## src/rtl/spike_window_classifier.sv

```systemverilog
`timescale 1ns/1ps
// spike_window_classifier
// Counts output-neuron spikes per class over a programmable window of
// timesteps, runs a one-class-per-cycle argmax scan, and presents the winning
// class index, its count and a tie indication on a valid/ready handshake.
// Optional feature macro: CLASSIFIER_EARLY_EXIT_EN adds the early_thresh input;
// the window then also ends as soon as any class count reaches the threshold.
module spike_window_classifier #(
    parameter int N_OUTPUTS = 10,
    parameter int CNT_WIDTH = 16,
    parameter int T_WIDTH   = 10,
    localparam int IDX_WIDTH = (N_OUTPUTS > 1) ? $clog2(N_OUTPUTS) : 1
) (
    input  logic                 clk,
    input  logic                 rst_n,
    input  logic                 start,
    input  logic [T_WIDTH-1:0]   window_len,
`ifdef CLASSIFIER_EARLY_EXIT_EN
    input  logic [CNT_WIDTH-1:0] early_thresh,
`endif
    input  logic                 spike_valid,
    input  logic [N_OUTPUTS-1:0] spike_in,
    output logic                 busy,
    output logic                 class_valid,
    input  logic                 class_ready,
    output logic [IDX_WIDTH-1:0] class_id,
    output logic [CNT_WIDTH-1:0] class_count,
    output logic                 tie_flag
);

    typedef enum logic [1:0] {
        ST_IDLE  = 2'd0,
        ST_COUNT = 2'd1,
        ST_SCAN  = 2'd2,
        ST_OUT   = 2'd3
    } state_e;

    localparam logic [IDX_WIDTH-1:0] LAST_IDX = IDX_WIDTH'(N_OUTPUTS - 1);
    localparam logic [CNT_WIDTH-1:0] CNT_MAX  = {CNT_WIDTH{1'b1}};

    // Saturating increment: a full counter stays full instead of wrapping.
    function automatic logic [CNT_WIDTH-1:0] sat_inc(input logic [CNT_WIDTH-1:0] v);
        if (v == CNT_MAX) begin
            return v;
        end else begin
            return v + CNT_WIDTH'(1);
        end
    endfunction

    state_e               state_q, state_d;
    logic [T_WIDTH-1:0]   win_len_q, win_len_d;
    logic [T_WIDTH-1:0]   ts_cnt_q, ts_cnt_d;
    logic [CNT_WIDTH-1:0] cnt_q [N_OUTPUTS];
    logic [CNT_WIDTH-1:0] cnt_d [N_OUTPUTS];
    logic [IDX_WIDTH-1:0] scan_idx_q, scan_idx_d;
    logic [IDX_WIDTH-1:0] best_idx_q, best_idx_d;
    logic [CNT_WIDTH-1:0] best_cnt_q, best_cnt_d;
    logic                 best_tie_q, best_tie_d;
    logic                 busy_q, busy_d;
    logic                 class_valid_q, class_valid_d;
    logic [IDX_WIDTH-1:0] class_id_q, class_id_d;
    logic [CNT_WIDTH-1:0] class_count_q, class_count_d;
    logic                 tie_flag_q, tie_flag_d;
`ifdef CLASSIFIER_EARLY_EXIT_EN
    logic [CNT_WIDTH-1:0] thresh_q, thresh_d;
`endif

    logic [CNT_WIDTH-1:0] scan_cnt;
    logic                 early_hit;

    // Select the counter addressed by the scan index (explicit mux keeps the
    // index range within the counter array).
    always_comb begin
        scan_cnt = '0;
        for (int i = 0; i < N_OUTPUTS; i++) begin
            if (scan_idx_q == IDX_WIDTH'(i)) begin
                scan_cnt = cnt_q[i];
            end else begin
                scan_cnt = scan_cnt;
            end
        end
    end

    // Next-state and datapath computation for the whole classifier.
    always_comb begin
        state_d       = state_q;
        win_len_d     = win_len_q;
        ts_cnt_d      = ts_cnt_q;
        cnt_d         = cnt_q;
        scan_idx_d    = scan_idx_q;
        best_idx_d    = best_idx_q;
        best_cnt_d    = best_cnt_q;
        best_tie_d    = best_tie_q;
        class_valid_d = class_valid_q;
        class_id_d    = class_id_q;
        class_count_d = class_count_q;
        tie_flag_d    = tie_flag_q;
        early_hit     = 1'b0;
`ifdef CLASSIFIER_EARLY_EXIT_EN
        thresh_d      = thresh_q;
`endif

        case (state_q)
            ST_IDLE: begin
                if (start) begin
                    win_len_d  = window_len;
                    ts_cnt_d   = '0;
                    scan_idx_d = '0;
                    for (int i = 0; i < N_OUTPUTS; i++) begin
                        cnt_d[i] = '0;
                    end
`ifdef CLASSIFIER_EARLY_EXIT_EN
                    thresh_d = early_thresh;
`endif
                    // A zero-length window has nothing to count: scan the cleared counters.
                    if (window_len == '0) begin
                        state_d = ST_SCAN;
                    end else begin
                        state_d = ST_COUNT;
                    end
                end else begin
                    state_d = ST_IDLE;
                end
            end

            ST_COUNT: begin
                if (spike_valid) begin
                    for (int i = 0; i < N_OUTPUTS; i++) begin
                        if (spike_in[i]) begin
                            cnt_d[i] = sat_inc(cnt_q[i]);
                        end else begin
                            cnt_d[i] = cnt_q[i];
                        end
                    end
                    ts_cnt_d = ts_cnt_q + T_WIDTH'(1);
`ifdef CLASSIFIER_EARLY_EXIT_EN
                    // Threshold is checked against the counts including this beat.
                    if (thresh_q != '0) begin
                        for (int i = 0; i < N_OUTPUTS; i++) begin
                            if (cnt_d[i] >= thresh_q) begin
                                early_hit = 1'b1;
                            end else begin
                                early_hit = early_hit;
                            end
                        end
                    end else begin
                        early_hit = 1'b0;
                    end
`endif
                    if ((ts_cnt_d == win_len_q) || early_hit) begin
                        state_d    = ST_SCAN;
                        scan_idx_d = '0;
                    end else begin
                        state_d = ST_COUNT;
                    end
                end else begin
                    state_d = ST_COUNT;
                end
            end

            ST_SCAN: begin
                // Index 0 seeds the best; only a strictly larger count replaces
                // it, so the lowest index wins ties.
                if (scan_idx_q == '0) begin
                    best_idx_d = '0;
                    best_cnt_d = scan_cnt;
                    best_tie_d = 1'b0;
                end else if (scan_cnt > best_cnt_q) begin
                    best_idx_d = scan_idx_q;
                    best_cnt_d = scan_cnt;
                    best_tie_d = 1'b0;
                end else if (scan_cnt == best_cnt_q) begin
                    best_tie_d = 1'b1;
                end else begin
                    best_tie_d = best_tie_q;
                end

                if (scan_idx_q == LAST_IDX) begin
                    state_d    = ST_OUT;
                    scan_idx_d = '0;
                end else begin
                    scan_idx_d = scan_idx_q + IDX_WIDTH'(1);
                end
            end

            ST_OUT: begin
                // First OUT cycle publishes the scan result; it then holds
                // until the consumer takes it.
                if (!class_valid_q) begin
                    class_valid_d = 1'b1;
                    class_id_d    = best_idx_q;
                    class_count_d = best_cnt_q;
                    tie_flag_d    = best_tie_q;
                end else if (class_ready) begin
                    class_valid_d = 1'b0;
                    state_d       = ST_IDLE;
                end else begin
                    class_valid_d = 1'b1;
                end
            end

            default: begin
                state_d       = ST_IDLE;
                class_valid_d = 1'b0;
            end
        endcase

        busy_d = (state_d != ST_IDLE);
    end

    // State, counters and registered outputs.
    always_ff @(posedge clk or negedge rst_n) begin
        if (!rst_n) begin
            state_q       <= ST_IDLE;
            win_len_q     <= '0;
            ts_cnt_q      <= '0;
            for (int i = 0; i < N_OUTPUTS; i++) begin
                cnt_q[i] <= '0;
            end
            scan_idx_q    <= '0;
            best_idx_q    <= '0;
            best_cnt_q    <= '0;
            best_tie_q    <= 1'b0;
            busy_q        <= 1'b0;
            class_valid_q <= 1'b0;
            class_id_q    <= '0;
            class_count_q <= '0;
            tie_flag_q    <= 1'b0;
`ifdef CLASSIFIER_EARLY_EXIT_EN
            thresh_q      <= '0;
`endif
        end else begin
            state_q       <= state_d;
            win_len_q     <= win_len_d;
            ts_cnt_q      <= ts_cnt_d;
            for (int i = 0; i < N_OUTPUTS; i++) begin
                cnt_q[i] <= cnt_d[i];
            end
            scan_idx_q    <= scan_idx_d;
            best_idx_q    <= best_idx_d;
            best_cnt_q    <= best_cnt_d;
            best_tie_q    <= best_tie_d;
            busy_q        <= busy_d;
            class_valid_q <= class_valid_d;
            class_id_q    <= class_id_d;
            class_count_q <= class_count_d;
            tie_flag_q    <= tie_flag_d;
`ifdef CLASSIFIER_EARLY_EXIT_EN
            thresh_q      <= thresh_d;
`endif
        end
    end

    assign busy        = busy_q;
    assign class_valid = class_valid_q;
    assign class_id    = class_id_q;
    assign class_count = class_count_q;
    assign tie_flag    = tie_flag_q;

endmodule

```

## config.mk

```make
export PLATFORM = sky130hd
export DESIGN_NAME = spike_window_classifier
export DESIGN_NICKNAME = d
export VERILOG_FILES = /design/src/rtl/spike_window_classifier.sv
export SDC_FILE = /design/constraint.sdc
export NUM_CORES = 1
export LEC_CHECK = 0
export CORE_UTILIZATION = 56
export CTS_CLUSTER_SIZE = 16
export DETAILED_ROUTE_END_ITERATION = 12
export PLACE_DENSITY = 0.84
export SYNTH_ARGS = -nofsm -noshare
export SYNTH_HDL_FRONTEND = slang
export SYNTH_SLANG_ARGS = --single-unit
```

## constraint.sdc

```tcl
create_clock -name clk -period 3.2 [get_ports clk]
set_input_delay 0.64 -clock clk [delete_from_list [all_inputs] [get_ports clk]]
set_output_delay 0.64 -clock clk [all_outputs]
set_load 0.02 [all_outputs]
```

---- Word-level counts from Yosys, hierarchy flattened ----
Index checks and enable logic that the tools add are counted.
cells by class
  add/subtract/negate cells ............... 12
  $lt $le $gt $ge ......................... 1
  equality and inequality tests ........... 47
  multiplexer cells ....................... 58
  bitwise gates (word level) .............. 1
  reductions and logical operators ........ 24
operators with widths
  kind                                                              count
  16-bit 2-to-1 mux                                                 32
  160-bit 2-to-1 mux                                                2
  160-bit case mux with 2 select lines                              1
  16-bit by 1-bit adder with 16-bit output (second input constant)  10
  16-bit == test (second input constant)                            10
  5-bit AND reduction                                               10
  2-bit inequality test (second input constant)                     23
  4-bit 2-to-1 mux                                                  6
  10-bit 2-to-1 mux                                                 2
  10-bit case mux with 2 select lines                               1
  16-bit == test                                                    1
  4-bit by 3-bit == test with 1-bit output (second input constant)  4
  16-bit > comparator                                               1
  2-bit 2-to-1 mux                                                  7
  4-bit case mux with 3 select lines                                1
  10-bit by 1-bit adder with 10-bit output (second input constant)  1
  10-bit == test                                                    1
  10-bit logical NOT                                                1
  4-bit by 2-bit == test with 1-bit output (second input constant)  2
  4-bit == test (second input constant)                             2
  2-bit case mux with 4 select lines                                1
  2-bit AND reduction                                               4
  2-bit nonzero test                                                3
  3-bit nonzero test                                                2
  10 further kinds                                                  15
storage, ports and cells
  register bits after elaboration ......... 230
  input port bits ......................... 25
  output and inout port bits .............. 23
  word-level logic and storage cells ...... 165

---- Longest topological paths before layout ----
Gate-level depths: netlist of run 1.
  depth in word-level cells ............... 15
  gate-level depth with buffers ........... 16
  gate-level depth less buffers ........... 12

---- Worst setup path after synthesis of run 1 ----
No wires, ideal clock.
  path type ............................... register to register
  from .................................... register scan_idx_q[0]
  to ...................................... register best_cnt_q[12]
  setup time .............................. 0.125 ns
  arrival time ............................ 3.248 ns
  data required time ...................... 3.075 ns
  setup slack ............................. -0.172 ns
  stages on the path, launching flop included .. 16
  path buffers ............................ 4
  period minus slack after synthesis ...... 3.372 ns
  cell sequence ........................... dfrtp_1 > buf_2 > buf_2 > buf_2 > mux2i_1 > a21oi_1 > a221oi_1 > a31oi_1 > ha_1 > nand2_1 > o21ai_0 > and3_1 > o221ai_1 > a311oi_1 > buf_2 > mux2_2
between the ends
  word-level cells in the longest chain between the ends .. 14
  elaborated cells between the ends (all ways) .. 25
  classes of those cells .................. order compare: 1; eq/ne: 9; mux: 12; reduce/logical: 3
ends and longest elaborated chain
  element                            line  text
  start, declared                    55    logic [IDX_WIDTH-1:0] scan_idx_q, scan_idx_d;
  start signal, assigned             239   scan_idx_q <= scan_idx_d;
  4-bit logical NOT                  76    if (scan_idx_q == IDX_WIDTH'(i)) begin
  16-bit 2-to-1 mux (9 in a row)     76
  16-bit 2-to-1 mux (*)              76
  named net scan_cnt[11]             68    logic [CNT_WIDTH-1:0] scan_cnt;
  16-bit > comparator (*)            168   end else if (scan_cnt > best_cnt_q) begin
  2-bit nonzero test (no line) (*)   -
  2-bit AND reduction (no line) (*)  -
  end signal, assigned               241   best_cnt_q <= best_cnt_d;
  end, declared                      57    logic [CNT_WIDTH-1:0] best_cnt_q, best_cnt_d;
Mark *: on every way through the listed nets, which the timed path passes. The rest lies on a longest branch. The select of a mux whose other input is x is not followed.
A chain may end at the register's enable or synchronous reset.

---- Worst setup path in the final report of run 1 ----
  from .................................... register scan_idx_q[1]
  to ...................................... register best_cnt_q[2]
between the ends
  word-level cells in the longest chain between the ends .. 14
  elaborated cells between the ends (all ways) .. 25
  classes of those cells .................. order compare: 1; eq/ne: 9; mux: 12; reduce/logical: 3
ends and longest elaborated chain
  element                         line
  4-bit logical NOT               76
  16-bit 2-to-1 mux (9 in a row)  76
  16-bit 2-to-1 mux (*)           76
  named net scan_cnt[2]           68
  16-bit > comparator             168
  2-bit nonzero test (no line)    -
  2-bit AND reduction (no line)   -
Marks and branches as above.

==> parameters.txt, run 1 <==
Parameter                              Value

Route
  Via count of the routed design    12186
  Routed wire length    40.4 mm
  Number of iterations in the first detailed-routing pass    6
  Antenna-violating nets left    0
  WL per Instance    21.1 um
  Via/cell ratio    6.37
  Remaining routing DRC violations    0
  Detailed Route Iter0 Violations    1444

Floorplanning
  Io pins    48
  Die extent in y    156 um
  Overall die width    156 um
  Floorplan core area    0.0234 mm^2
  Floorplan die area    0.0245 mm^2
  Initial standard-cell utilization of the core    0.570
  Standard-cell rows    56

CTS
  Maximum number of buffers from clock root to sink    3
  CTS HTree Levels    1
  Clock network latency to the later pin of the worst-skew pair    0.54 ns
  Root Driver    clkbuf_16
  Clock-pin transition on the worst setup and hold timing paths    0.06 ns
  Number of buffers created by CTS    26
  Clock tree from TritonCTS    built
  Clk sinks    230

Setup path
  Critical setup path kind    flip-flop to flip-flop
  Worst EP arrival    4.02 ns
  Cell with the largest stage delay on the worst path    dfrtp_2
  Critical path's most frequent cell    buf_4
  Worst setup SP type    flip-flop
  Data required time of the critical path    3.62 ns
  Crit end category    flip-flop
  Worst path max stage delay    0.44 ns
  Critical Path, Cell by Cell    buf_12, buf_4, nand2b_1, o21ai_1, a221oi_2, o31ai_1, buf_4, ha_1, o211ai_1, a31oi_1, o31ai_2, a311oi_2, buf_4, buf_8, mux2_4
  CP max FO    9

Synthesis
  EDFF count, synth    0
  Cell types with the highest counts after synthesis    dfrtp_1, nand2_1, nor2_1
  Share of flip-flops with an asynchronous set or reset after synthesis    1.00
  Cell variety after synth    70
  Primary FF master, synth    dfrtp_1
  Top-area cell type share of the netlist area    0.431
  Ys Warns    0
  Cell type with the largest total area after synthesis    dfrtp_1
  Mean area per synthesized cell    9.20 um^2
  Post-synth net total    1502
  Largest cells by area after synthesis    dfrtp_1, xnor2_1, nand2_1
  Total standard cell area after synthesis    0.0133 mm^2
  Gate count of the mapped netlist    1450
  Sequential area share after synthesis    0.431
  Most frequent cell after synthesis    dfrtp_1
  Synthesized flop and latch total    230

Cells and area
  Number of inserted filler cells in the final layout    1705
  Area taken by flip-flops and latches    0.00576 mm^2
  Fraction of final layout cells with drive strength greater than 1    0.180
  Area grow syn2layout    22.5%
  Final nets    1628
  Combined area of the multi-input logic cells    0.00753 mm^2
  Post-route cell area    0.0164 mm^2
  Count of inserted antenna diode cells    0

Power
  Internal cell power    8100 uW
  Clock power share    0.230
  Switching fraction of total power    0.403
  Maximum vdd ir drop    0.426 mV
  Portion of total power attributed to combinational logic    0.449
  Post-layout power    13600 uW
  Register share of total power    0.321
  Power per cell area    830 mW/mm^2
  Leakage Power    0.00703 uW
  Net load switching power    5460 uW

Job
  Number of max-cap violations    0

Run status
  Run status    complete, but fails checks
  Violations in the final reports    negative setup slack

STA
  Final number of max-transition violations    0
  Setup repair after global routing missed its margin    yes
  Setup slack of the critical path after layout    -0.397 ns
  Hold Violations, Final    0
  Achievable clock frequency    278 MHz
  Clock skew after layout    0.0195 ns
  Post-route clock period utilization    1.12
  Min cycle time layout    3.60 ns
  Hold Slack    0.138 ns
  Relative slew slack    0.318
  Transition time at the pin with the least slew margin    1.02 ns
  Final count of negative-setup-slack endpoints    21

GRT
  Number of global-route vias before repair    11716
  Maximum number of pins on one net before global-route repair    94
  Antenna violations before repair    0
  Global-route wire length before repair    62.9 mm
  Gr usage total    0.329
  Global route overflow    0

Place
  DP Wirelength    27.7 mm
  Instance area at placement    0.0148 mm^2
  Count of input and output buffers    47
  GP Congestion    1.01

Min path
  Worst min path class    primary input to async pin
==> kinds of logic after synthesis <==
| logic type | after synthesis | share of synthesized area |
|---|---|---|
| AO/OA/AOI/OAI | 280 | 0.142 |
| XOR/XNOR | 132 | 0.0866 |
| adder cells (fa/ha/maj) | 27 | 0.0253 |
| buffers and inverters | 120 | 0.0364 |
| flip-flops | 230 | 0.431 |
| multiplexers | 57 | 0.0579 |
| AND/OR/NAND/NOR | 604 | 0.221 |
==> state kept, by name (all words and copies together) (netlist names), 2 cells and up <==
signal       flops
state_q          2
ts_cnt_q        10
win_len_q       10
scan_idx_q       4
class_id         4
cnt_q          160
class_count     16
best_cnt_q      16
best_idx_q       4
==> layer usage <==
metal / part of all wire / up-vias / global-route usage
met4: 0.056 / 0 / 0.168
met3: 0.085 / 167 / 0.0565
met2: 0.46 / 664 / 0.530
met5: 0 / - / 0
met1: 0.39 / 5870 / 0.429
li1: - / 5485 / -
==> worst max-delay path, delay by kind of cell (launching register included) <==
kind	cells	cell delay (ns)
flops	1	0.44
fa+ha+maj	1	0.26
mux	1	0.32
compound gates	7	1.48
buf+inv	5	0.81
simple gates	1	0.15
==> path summary, 6_finish.rpt <==
kind / from / to / slack [ns] / depth (start not counted)
hold reg to reg: class_count[13]$_DFFE_PN0P_ / class_count[13]$_DFFE_PN0P_ / 0.49 / 2
setup reg to reg: scan_idx_q[1]$_DFFE_PN0P_ / best_cnt_q[2]$_DFFE_PN0P_ / -0.40 / 15
min in group clk: class_count[13]$_DFFE_PN0P_ / class_count[13]$_DFFE_PN0P_ / 0.49 / 2
hold / removal: rst_n / win_len_q[8]$_DFFE_PN0P_ / 0.14 / 1
setup / recovery: scan_idx_q[1]$_DFFE_PN0P_ / best_cnt_q[2]$_DFFE_PN0P_ / -0.40 / 15
max in group asynchronous: rst_n / cnt_q[101]$_DFFE_PN0P_ / 2.18 / 2
==> power groups by stage <==
stage / Clock, uW / Sequential, uW / Combinational, uW
after detailed placement: 0 / 4310 / 5010
after global placement: 0 / 4280 / 4870
after floorplan: 0 / 4020 / 3270
after CTS: 3140 / 4290 / 5450
after global routing: 3260 / 4390 / 6510
final: 3120 / 4350 / 6090
==> final cells by class <==
type | instances | share of cell area
repair buffers | 177 | 0.0989
well taps | 319 | 0.0244
inverters | 41 | 0.00941
multi-input cells | 1100 | 0.460
flip-flops and latches | 230 | 0.352
clock buffers | 38 | 0.0475
clock inverters | 7 | 0.00719
==> metrics by stage <==
| step | TNS (ns) | util | setup WS [ns] | cells |
|---|---|---|---|---|
| 6_report | -7.38 | 0.699 | -0.397 | 1912 |
| 5_1_grt | -9.17 | 0.699 | -0.466 | 1912 |
| 4_1_cts | -2.74 | 0.687 | -0.160 | 1906 |
| 3_5_place_dp | -5.55 | 0.633 | -0.303 | 1843 |
| 3_3_place_gp | -2.81 | 0.633 | -0.157 | 1843 |
| 2_1_floorplan | 0 | - | 0.00468 | 1450 |
==> layout by cell type, fill, tap and decap left out, drive strengths merged, types with 38 or more instances in the layout <==
cell             n
nand4           48
nor2           159
dfrtp          230
xnor2           78
inv             41
a21oi           60
o21ai           72
nand2          165
clkbuf          38
clkdlybuf4s50   46
xor2            54
buf            131
nand3           76
==> what timing repair did <==
item,CTS,global route
gates cloned,2,0
resized for setup,61,50
endpoints found under the setup margin,21,21
buffers inserted,16,6
pin swaps,13,18
hold buffers,0,0
Note: power is estimated with default switching activity, not from simulation.
==> inputs of run 2 (changes only) <==
--- a/config.mk
+++ b/config.mk
@@ -5,6 +5,7 @@
 export SDC_FILE = /design/constraint.sdc
 export NUM_CORES = 1
 export LEC_CHECK = 0
+export CORE_MARGIN = 2
 export CORE_UTILIZATION = 56
 export CTS_CLUSTER_SIZE = 16
 export DETAILED_ROUTE_END_ITERATION = 12
==> parameters.txt, run 2 (synthesized netlist as in run 1, its figures left out) <==
Parameter                              Value

Cells and area
  Count of inserted antenna diode cells    0 (unchanged)
  Register bank with the most flops    cnt_q
  Max reg flops    160 (unchanged)
  Number of inserted filler cells in the final layout    1620 (-5.0%)
  Area grow syn2layout    25.4%
  Highest-count cells in the layout ignoring fill and taps    dfrtp_1, nand2_1, nor2_1
  Most common cell after layout, fill and taps aside    dfrtp_1
  Final nets    1641 (+0.80%)
  Fraction of final layout cells with drive strength greater than 1    0.193 (+0.0131)

STA
  Post-route clock period utilization    1.11 (-0.0101)
  Setup slack of the critical path after layout    -0.364 ns (+0.0323 ns)
  Min cycle time layout    3.56 ns (-0.0323 ns)
  Hold Violations, Final    0 (unchanged)
  Transition time at the pin with the least slew margin    1.07 ns (+0.0434 ns)
  Achievable clock frequency    281 MHz (+0.91%)
  Clock skew after layout    0.0133 ns (-0.00623 ns)
  Setup repair after global routing missed its margin    yes
  Final count of negative-setup-slack endpoints    21 (unchanged)
  Total Negative Setup Slacks    -7.07 ns (+0.310 ns)
  Final number of max-transition violations    0 (unchanged)
  Relative slew slack    0.289 (-0.0289)

Place
  Count of input and output buffers    47 (unchanged)
  Pre-CTS WS    -0.229 ns (+0.0746 ns)
  GP Congestion    1.04 (+2.5%)
  DP Wirelength    28.4 mm (+2.7%)

GRT
  Maximum number of pins on one net before global-route repair    83 (-12%)
  Number of global-route vias before repair    11826 (+0.94%)
  Antenna violations before repair    0 (unchanged)
  Gr usage total    0.327 (-0.00205)
  Global-route wire length before repair    64.2 mm (+2.1%)
  Global route overflow    0 (unchanged)

CTS
  Clock-pin transition on the worst setup and hold timing paths    0.06 ns (about the same)
  Root Driver    clkbuf_16
  Hold-fix buffer count after cts    0 (unchanged)
  CTS HTree Levels    1 (unchanged)
  Number of buffers created by CTS    26 (unchanged)
  Maximum number of buffers from clock root to sink    3 (unchanged)
  Clock tree from TritonCTS    built
  Clock network latency to the later pin of the worst-skew pair    0.54 ns (about the same)
  Clk sinks    230 (unchanged)

Setup path
  Data required time of the critical path    3.61 ns (about the same)
  Critical setup path kind    flip-flop to flip-flop
  Crit end category    flip-flop
  CP max FO    8 (-1)
  Worst EP arrival    3.97 ns (-0.05 ns)
  Cell with the largest stage delay on the worst path    dfrtp_2
  Critical Path, Cell by Cell    buf_12, buf_6, nor2_1, buf_4, buf_4, nand4b_1, a31oi_1, ha_1, a21oi_1, o21ai_1, and3_1, o221ai_2, a311oi_4, buf_6, buf_8, mux2_4
  Worst path max stage delay    0.45 ns (about the same)
  Worst setup SP type    flip-flop

Floorplanning
  Standard-cell rows    56 (unchanged)
  Floorplan die area    0.0251 mm^2 (+2.6%)
  Initial standard-cell utilization of the core    0.570 (unchanged)
  Die extent in y    158 um (+1.3%)
  Overall die width    158 um (+1.3%)
  Floorplan core area    0.0234 mm^2 (unchanged)
  Io pins    48 (unchanged)

Route
  Routed wire length    41.7 mm (+3.3%)
  Detailed Route Iter0 Violations    1484 (+2.8%)
  Via count of the routed design    12509 (+2.7%)
  Antenna-violating nets left    0 (unchanged)
  Number of iterations in the first detailed-routing pass    6 (unchanged)
  WL per Instance    21.6 um (+2.4%)
  Via/cell ratio    6.49 (+1.8%)
  Remaining routing DRC violations    0 (unchanged)

Run status
  Run status    complete, but fails checks
  Violations in the final reports    negative setup slack

Power
  Power per cell area    863 mW/mm^2 (+4.0%)
  Leakage Power    0.00721 uW (+2.5%)
  Maximum vdd ir drop    0.393 mV (-7.6%)

Min path
  Worst min path class    primary input to async pin

Job
  Number of max-cap violations    0 (unchanged)
run 2: changes by cell type in the layout (fill, tap and decap cells not counted), moves of 4 or more:
cell       delta
clkinv_2      +4
clkbuf_1      -4
bufinv_16     +5
buf_6         +8
run 2: metal layers:
| metal | global-route usage | vias up | routed length (um) |
|---|---|---|---|
| met5 | 0 | - | 0 |
| met4 | 0.157 | 0 | 2460 |
| met3 | 0.0512 | 199 | 3940 |
| met2 | 0.525 | 814 | 19200 |
| met1 | 0.437 | 5999 | 16100 |
| li1 | - | 5497 | - |
run 2: layout make-up:
| type | instances | area (um^2) | share of cell area |
|---|---|---|---|
| clock buffer | 33 | 748 | 0.0447 |
| clock inverter | 15 | 282 | 0.0168 |
| inverter | 41 | 154 | 0.00919 |
| multi-input combinational | 1100 | 7630 | 0.456 |
| sequential | 230 | 5760 | 0.344 |
| tap | 319 | 399 | 0.0238 |
| timing repair buffer | 190 | 1770 | 0.106 |
run 2: path summary, 6_finish.rpt:
check,slack [ns],cells past startpoint,end,startpoint
max,-0.36,16,best_cnt_q[13]$_DFFE_PN0P_,scan_idx_q[0]$_DFFE_PN0P_
min,0.09,1,win_len_q[8]$_DFFE_PN0P_,rst_n
max reg2reg,-0.36,16,best_cnt_q[13]$_DFFE_PN0P_,scan_idx_q[0]$_DFFE_PN0P_
min reg2reg,0.49,2,class_count[0]$_DFFE_PN0P_,class_count[0]$_DFFE_PN0P_
max in group asynchronous,2.35,2,scan_idx_q[2]$_DFFE_PN0P_,rst_n
min in group clk,0.49,2,class_count[0]$_DFFE_PN0P_,class_count[0]$_DFFE_PN0P_
run 2: power breakdown:
| group | internal [uW] | total, uW | leakage [uW] | switching [uW] |
|---|---|---|---|---|
| Combinational | 2920 | 6560 | 0.00361 | 3640 |
| Clock | 2290 | 3540 | 0.000507 | 1240 |
| Sequential | 3480 | 4350 | 0.00309 | 864 |
run 2: what timing repair did:
item | 4_1_cts | 5_1_grt
buffers inserted | 19 | 15
pin swaps | 15 | 26
setup endpoints to repair | 21 | 21
resized for setup | 56 | 81
gates cloned | 4 | 1
run 2: critical path: cells and delay by family, from the launching register on:
kind            cells  cell delay (ns)
compound gates      5             1.00
buf+inv             6             0.87
simple gates        3             0.48
flops               1             0.45
fa+ha+maj           1             0.32
mux                 1             0.30
run 2: metrics by stage:
stage / area [um^2] / util / hold WS (ns) / total power, uW / std cells
detailed placement: 14800 / 0.633 / 0.474 / 9280 / 1844
global route: 16700 / 0.715 / 0.148 / 15100 / 1928
finish: 16700 / 0.715 / 0.0859 / 14400 / 1928
floorplan: 13400 / - / 0.344 / 7290 / 1450
global placement: 14800 / 0.633 / 0.462 / 9120 / 1844
CTS: 16300 / 0.695 / 0.121 / 13400 / 1914
